File: src/rtl/apb_reset_pkg.sv
// Shared types and constants for the APB reset controller.
// Holds the sequencer state encoding and the reset-cause codes.
package apb_reset_pkg;

  typedef enum logic [1:0] {
    ASSERT  = 2'd0,
    HOLD    = 2'd1,
    RELEASE = 2'd2,
    RUN     = 2'd3
  } rst_state_e;

  localparam logic [1:0] RST_CAUSE_PIN = 2'b01;
  localparam logic [1:0] RST_CAUSE_SW  = 2'b10;

endpackage

File: src/rtl/reset_sync.sv
// Release synchronizer for an asynchronous active-low reset.
// Assertion clears the chain immediately; release ripples a constant 1 through it.
module reset_sync #(
  parameter int SYNC_STAGES = 2
) (
  input  logic clk_i,
  input  logic rst_ni,
  output logic sync_o
);

  logic [SYNC_STAGES-1:0] chain_q;

  always_ff @(posedge clk_i or negedge rst_ni) begin
    if (!rst_ni) begin
      chain_q <= '0;
    end else begin
      chain_q <= {chain_q[SYNC_STAGES-2:0], 1'b1};
    end
  end

  assign sync_o = chain_q[SYNC_STAGES-1];

endmodule

File: src/rtl/apb_reset_ctrl.sv
// Reset sequencer: synchronizes pin release, holds, then releases N_OUT domains
// in staggered order; also runs software-requested reset sequences with an ack.
module apb_reset_ctrl
  import apb_reset_pkg::*;
#(
  parameter int SYNC_STAGES = 2,
  parameter int HOLD_CYCLES = 16,
  parameter int N_OUT       = 2,
  parameter int STAGGER     = 4,
  parameter int CNT_W       = 8
) (
  input  logic             clk,
  input  logic             reset_n,
  input  logic             sw_rst_req,
  output logic             sw_rst_ack,
  output logic [N_OUT-1:0] rst_out_n,
  output logic             rst_busy,
  output logic [1:0]       rst_cause
);

  if (SYNC_STAGES < 2) begin : g_chk_sync
    $error("apb_reset_ctrl: SYNC_STAGES must be >= 2");
  end
  if (HOLD_CYCLES < 1) begin : g_chk_hold
    $error("apb_reset_ctrl: HOLD_CYCLES must be >= 1");
  end
  if (N_OUT < 1) begin : g_chk_nout
    $error("apb_reset_ctrl: N_OUT must be >= 1");
  end
  if (STAGGER < 1) begin : g_chk_stagger
    $error("apb_reset_ctrl: STAGGER must be >= 1");
  end
  if ((longint'(HOLD_CYCLES) - 1 > (longint'(1) << CNT_W) - 1) ||
      (longint'(N_OUT - 1) * STAGGER > (longint'(1) << CNT_W) - 1)) begin : g_chk_cnt
    $error("apb_reset_ctrl: CNT_W too narrow for HOLD_CYCLES/STAGGER");
  end

  localparam logic [CNT_W-1:0] HOLD_LAST = CNT_W'(HOLD_CYCLES - 1);
  // With N_OUT == 1 this wraps to all ones, but RELEASE is then unreachable.
  localparam logic [CNT_W-1:0] REL_LAST  = CNT_W'((N_OUT - 1) * STAGGER - 1);

  rst_state_e       state_q;
  logic [CNT_W-1:0] cnt_q;
  logic [N_OUT-1:0] rst_out_q;
  logic             busy_q;
  logic             ack_q;
  logic [1:0]       cause_q;
  logic             pin_released;

  reset_sync #(
    .SYNC_STAGES(SYNC_STAGES)
  ) u_reset_sync (
    .clk_i  (clk),
    .rst_ni (reset_n),
    .sync_o (pin_released)
  );

  always_ff @(posedge clk or negedge reset_n) begin
    if (!reset_n) begin
      state_q   <= ASSERT;
      cnt_q     <= '0;
      rst_out_q <= '0;
      busy_q    <= 1'b1;
      ack_q     <= 1'b0;
      cause_q   <= RST_CAUSE_PIN;
    end else begin
      ack_q <= 1'b0;
      case (state_q)
        ASSERT: begin
          if (pin_released) begin
            state_q <= HOLD;
            cnt_q   <= '0;
          end
        end
        HOLD: begin
          if (cnt_q == HOLD_LAST) begin
            rst_out_q[0] <= 1'b1;
            cnt_q        <= '0;
            if (N_OUT == 1) begin
              state_q <= RUN;
              busy_q  <= 1'b0;
              ack_q   <= (cause_q == RST_CAUSE_SW);
            end else begin
              state_q <= RELEASE;
            end
          end else begin
            cnt_q <= cnt_q + 1'b1;
          end
        end
        RELEASE: begin
          cnt_q <= cnt_q + 1'b1;
          for (int i = 1; i < N_OUT; i++) begin
            if (cnt_q == CNT_W'(i * STAGGER - 1)) begin
              rst_out_q[i] <= 1'b1;
            end
          end
          if (cnt_q == REL_LAST) begin
            state_q <= RUN;
            busy_q  <= 1'b0;
            ack_q   <= (cause_q == RST_CAUSE_SW);
          end
        end
        RUN: begin
          // The ack cycle masks the request so a requester has one cycle to drop it.
          if (sw_rst_req && !ack_q) begin
            state_q   <= HOLD;
            cnt_q     <= '0;
            rst_out_q <= '0;
            busy_q    <= 1'b1;
            cause_q   <= RST_CAUSE_SW;
          end
        end
        default: begin
          state_q <= ASSERT;
        end
      endcase
    end
  end

  assign rst_out_n  = rst_out_q;
  assign rst_busy   = busy_q;
  assign sw_rst_ack = ack_q;
  assign rst_cause  = cause_q;

endmodule
File: config.mk
export PLATFORM = sky130hd
export DESIGN_NAME = apb_reset_ctrl
export DESIGN_NICKNAME = d
export VERILOG_FILES = /design/src/rtl/apb_reset_pkg.sv /design/src/rtl/reset_sync.sv /design/src/rtl/apb_reset_ctrl.sv
export SDC_FILE = /design/constraint.sdc
export NUM_CORES = 1
export LEC_CHECK = 0
export ABC_AREA = 1
export CORE_UTILIZATION = 45
export DETAILED_ROUTE_END_ITERATION = 12
export HOLD_SLACK_MARGIN = 0.12
export SLEW_MARGIN = 10
export SYNTH_ARGS = -nofsm -noshare
export SYNTH_HDL_FRONTEND = slang
export SYNTH_SLANG_ARGS = --single-unit
export TNS_END_PERCENT = 100
File: constraint.sdc
create_clock -name clk -period 1.6 [get_ports clk]
set_input_delay 0.32 -clock clk [delete_from_list [all_inputs] [get_ports clk]]
set_output_delay 0.32 -clock clk [all_outputs]
set_load 0.005 [all_outputs]
# Word level (Yosys, flattened, before mapping)
# Cells that the tools add are included.
# totals
reg_bits,18
elab_cells,48
in_bits,3
# classes
reduce_logical,10
add_sub_neg,1
n_eq_ne,10
n_mux,19
# op_table
op,n
case mux 8 bit (4 select lines),1
two-way mux 8 bit,3
two-way mux 2 bit,5
adder 8 x 1 -> 8 bit (second input constant),1
== test 8 x 2 -> 1 bit (second input constant),1
== test 8 x 4 -> 1 bit (second input constant),1
case mux 2 bit (4 select lines),1
== test 2 bit (second input constant),3
two-way mux 1 bit,6
!= test 2 bit (second input constant),3
case mux 1 bit (2 select lines),3
AND reduction 3 bit,2
AND reduction 2 bit,2
AND reduction 4 bit,1
nonzero test 2 bit,2
== test 2 x 1 -> 1 bit (second input constant),1
zero test 2 bit,1
!= test 2 x 1 -> 1 bit (second input constant),1
logical AND 1 bit,1
zero test 1 bit,1

# Logic depth before layout (Yosys ltp)
# Gate-level depths: netlist of run 1.
# logic_depth
depth_word,4
ltp_mapped,9

# Modules after synthesis
# Synthesis of run 1 repeated with hierarchy kept, for this count alone.
# hier_totals
cells_unflattened,128
hier_area_um2,1033.5
# by_module_without_submodules
mod,seq_area_each_um2,instances,cells_per_inst,area_per_inst_um2
apb_reset_ctrl,402.9,1,125,979.7
reset_sync,50.0,1,3,53.8

# Worst setup path before layout of run 1
# OpenSTA, ideal clock, no wires.
# synth_timing
path_type,reg-to-reg
from,reg state_q[0]
to,reg state_q[0]
path_stages_with_launch,9
slack_ps,305
synth_period_minus_slack_ps,1295
arrival_ps,1178
cell_sequence,dfrtp_1 -> inv_1 -> ha_1 -> nand2_1 -> nand2_4 -> inv_4 -> nand3_1 -> nand2_1 -> nand2_1
# synth_via
elab_chain_cells,3
word_cells_on_any_way,10
cone_classes,eq/ne: 7; mux: 1; reduce/logical: 2
# synth_rtl
item,line,rtl
"start, declared",apb_reset_ctrl.sv:42,rst_state_e state_q;
"start signal, assigned",apb_reset_ctrl.sv:60,state_q <= ASSERT;
"start signal, assigned",apb_reset_ctrl.sv:71,state_q <= HOLD;
"start signal, assigned",apb_reset_ctrl.sv:80,state_q <= RUN;
== test 2 bit (tied with other cells),apb_reset_ctrl.sv:68,case (state_q)
!= test 2 bit (no source line) or != test 2 x 1 -> 1 bit (tied branches),--,
AND reduction 4 bit (no source line),--,
# Parallel ways exist; a longest one is shown, timed or not.
# A chain may end at the register's enable or synchronous reset.

# Worst setup path after layout of run 1
# layout_timing
from,reg ack_q (netlist: sw_rst_ack)
to,out sw_rst_ack
# layout_lines
item,line,rtl
"start, declared",apb_reset_ctrl.sv:46,logic ack_q;
"start signal, assigned",apb_reset_ctrl.sv:82,ack_q <= (cause_q == RST_CAUSE_SW);
"start signal, assigned",apb_reset_ctrl.sv:100,ack_q <= (cause_q == RST_CAUSE_SW);
"end, declared",apb_reset_ctrl.sv:15,"output logic sw_rst_ack,"
# No word-level cell between the ends.

==> metrics.yaml, run 1 <==
global_route:
  grt_pass1_wl_microns: 3420
  antenna_found_initial: 0
  grt_max_degree: 19
  grt_pass1_vias: 782
  grt_overflow_total: 0
  grt_usage_pct: 18.2
drt:
  final_antenna_net_count: 0
  vias: 890
  dr.pass1.iters: 4
  wl_per_cell_microns: 11.5
  via_per_inst: 4.97
  drt_iter0_drc: 26
  drc: 0
  routed_wirelength_microns: 2060
worst_setup_path:
  crit_arrival_ns: 1.23
  worst-path-buf-inv: 1
  critPathCaptureType: "primary output"
  startpoint_type: "register"
  path_delay_family: "buffers and inverters"
  timing.rr.start: "state_q[0]"
  timing.rr.end: "state_q[1]"
  path_depth: 1
  r2r_slack_ns: 0.15
  critPathSlowestCell: "clkdlybuf4s50_1"
  slowest_delay_ns: 0.52
  worst-path-max-fanout: 3
  cp.required_ns: 1.28
  path_cells: "clkdlybuf4s50_1"
  crit_type: "register to primary output"
  reg2regPathDepth: 7
flow_run:
  maxCapViolCount: 0
die:
  initial_core_util_pct: 47.9
  die-height_microns: 50.5
  design.portCount: 9
  die_w_microns: 50.5
  core_sq_um: 2210
  dieArea_sq_um: 2550
  num_rows: 17
synthesis:
  ys_seq_area_share_pct: 42.7
  ys_types: 22
  yosysTopAreaCellShare_pct: 37.8
  async_reset_ff_share_pct: 100
  synth_nets: 144
  synth_area_leaders: "dfrtp_1 (38%), nand2_1 (15%), inv_1 (8.1%), ha_1 (7.1%), nand3_1 (5.2%)"
  yosysTopAreaCell: "dfrtp_1"
  synthCells: 135
  synth_ff_type: "dfrtp_1"
  synthTopCellsByCount: "nand2_1 (42), inv_1 (23), dfrtp_1 (16)"
  syn_area_per_cell_sq_um: 7.85
  synth_area_sq_um: 1060
  synth-seq-cells: 18
  yosys_warnings: 0
  synth.most_common_cell: "nand2_1"
  synth_edf_count: 0
finish:
  areaGrowthSynthToFinish_pct: 17.1
  fin_area_sq_um: 1240
  multi_input_area_sq_um: 517
  drive_above_1_share_pct: 14.6
  antenna_cells: 0
  final_nets: 161
  nFillCells: 214
  regArea_sq_um: 453
  fin_cells: 179
placed_design:
  dp_hpwl_microns: 1560
  place_inst: 174
  routabilityCongestion: 0.827
  port_buffers: 8
  place_area_sq_um: 1200
clock_tree:
  path_clk_slew_ns: 0.11
  numCtsBuffers: 3
  cts-root-buf: "clkbuf_4"
  clk_path_buf_depth: 2
  holdBufCountCts: 0
  cts_tree: "built"
  clk_latency_ns: 0.30
  htreeDepth: 1
  clock-sinks: 18
timing:
  fin_crit_sh_pct: 97.1
  report.final.slew_viol_count: 0
  hold_viol_final: 0
  fin_crit_ns: 1.55
  skew_ns: 0.00369
  fmax_mhz: 644
  setup_violations: 0
  rsz0062_at_grt: "no"
power_and_ir_drop:
  ir_drop_mv: 0.868
  cellLeakagePower_uw: 0.000681
  powerDensity_nw_per_um2: 1480
worst_hold_path:
  holdCritPathClass: "primary input to async pin"
run_status:
  status: "finished clean"
-- area by class of cell --
class	instances	share of cell area [%]
well taps	28	2.82
clock buffers	4	2.92
flip-flops and latches	18	36.5
multi-input cells	93	41.6
repair buffers	12	8.67
inverters	24	7.46
-- cell families (layout without fill, tap and decap cells) --
kind of cell / count (synthesis) / count (layout) / share of synthesized area, %
AOI/OAI and AO/OA: 12 / 12 / 9.33
and+or+nand+nor: 74 / 74 / 31.8
adders and majority gates: 6 / 6 / 7.08
DFF: 18 / 18 / 42.7
buffers and inverters: 24 / 40 / 8.74
other: 1 / 1 / 0.354
-- repair_timing --
item                       CTS  global route
buffers inserted             1             0
setup endpoints to repair    2             1
gates resized for setup      2             1
-- placed cells by master, fill, tap and decap left out --
cell type	Yosys	final
dlygate4sd2_1	0	2
nand4_1	5	5
conb_1	1	1
o21ai_0	4	4
or2_2	1	1
o21bai_1	1	1
nor2_1	8	8
a21oi_1	2	2
nand3_2	1	1
ha_1	6	6
nand2_2	1	2
dfrtp_1	16	16
nand3_1	11	11
clkbuf_4	0	3
dfstp_2	2	2
nand2_4	2	2
o21ai_1	2	2
buf_4	0	4
o21bai_4	1	1
nor3_1	1	1
clkdlybuf4s50_1	0	6
clkbuf_8	0	1
o21ai_4	2	2
inv_1	23	23
nand2_1	42	41
nor2_2	2	2
inv_4	1	1
-- metrics by stage --
| step | TNS (ns) | worst slack [ns] | hold slack [ns] | util, % | total power (uW) |
|---|---|---|---|---|---|
| final | 0 | 0.0465 | 0.337 | 56.1 | 1830 |
| after global routing | 0 | 0.00277 | 0.368 | 56.1 | 1990 |
| after CTS | 0 | 0.0362 | 0.339 | 56.0 | 1830 |
| after detailed placement | -0.0670 | -0.0293 | 0.341 | 54.1 | 1540 |
| after global placement | 0 | 0.00110 | 0.334 | 54.1 | 1540 |
| after floorplan | 0 | 0.305 | 0.0244 | - | 1270 |
-- metal layers --
metal  vias to the layer above  share of wire [%]  global-route usage (%)
met2                        27                 44                    27.3
met5                         -                  0                       0
met4                         0               0.58                    6.94
met3                         2                5.3                    2.73
li1                        452                  -                       -
met1                       409                 50                    26.4
-- report_power, final --
part	internal (uW)	switching, uW
Combinational	374	551
Sequential	551	65.0
Clock	139	151
-- registers in the layout (all words and copies together), names as in the netlist --
register and flops:
cnt_q 8, rst_cause 2, rst_out_n 2, state_q 2, u_reset_sync.chain_q 2, rst_busy 1
sw_rst_ack 1
-- worst max-delay path by stage --
| stage | start | to | slack (ns) |
|---|---|---|---|
| after global placement | sw_rst_req | state_q[0] | 0.001 |
| final | sw_rst_ack | sw_rst_ack | 0.05 |
| after CTS | sw_rst_ack | sw_rst_ack | 0.04 |
| after detailed placement | sw_rst_req | state_q[1] | -0.03 |
| after global routing | sw_rst_ack | sw_rst_ack | 0.003 |
| after floorplan | state_q[0] | state_q[0] | 0.31 |
No activity file was read; power rests on OpenSTA's default activity.
==> inputs of run 2 (changes only) <==
Settings changed: CAP_MARGIN set to 40.
==> results of run 2 <==
Same layout as run 1: the final DEF is identical, and so are final timing and power.
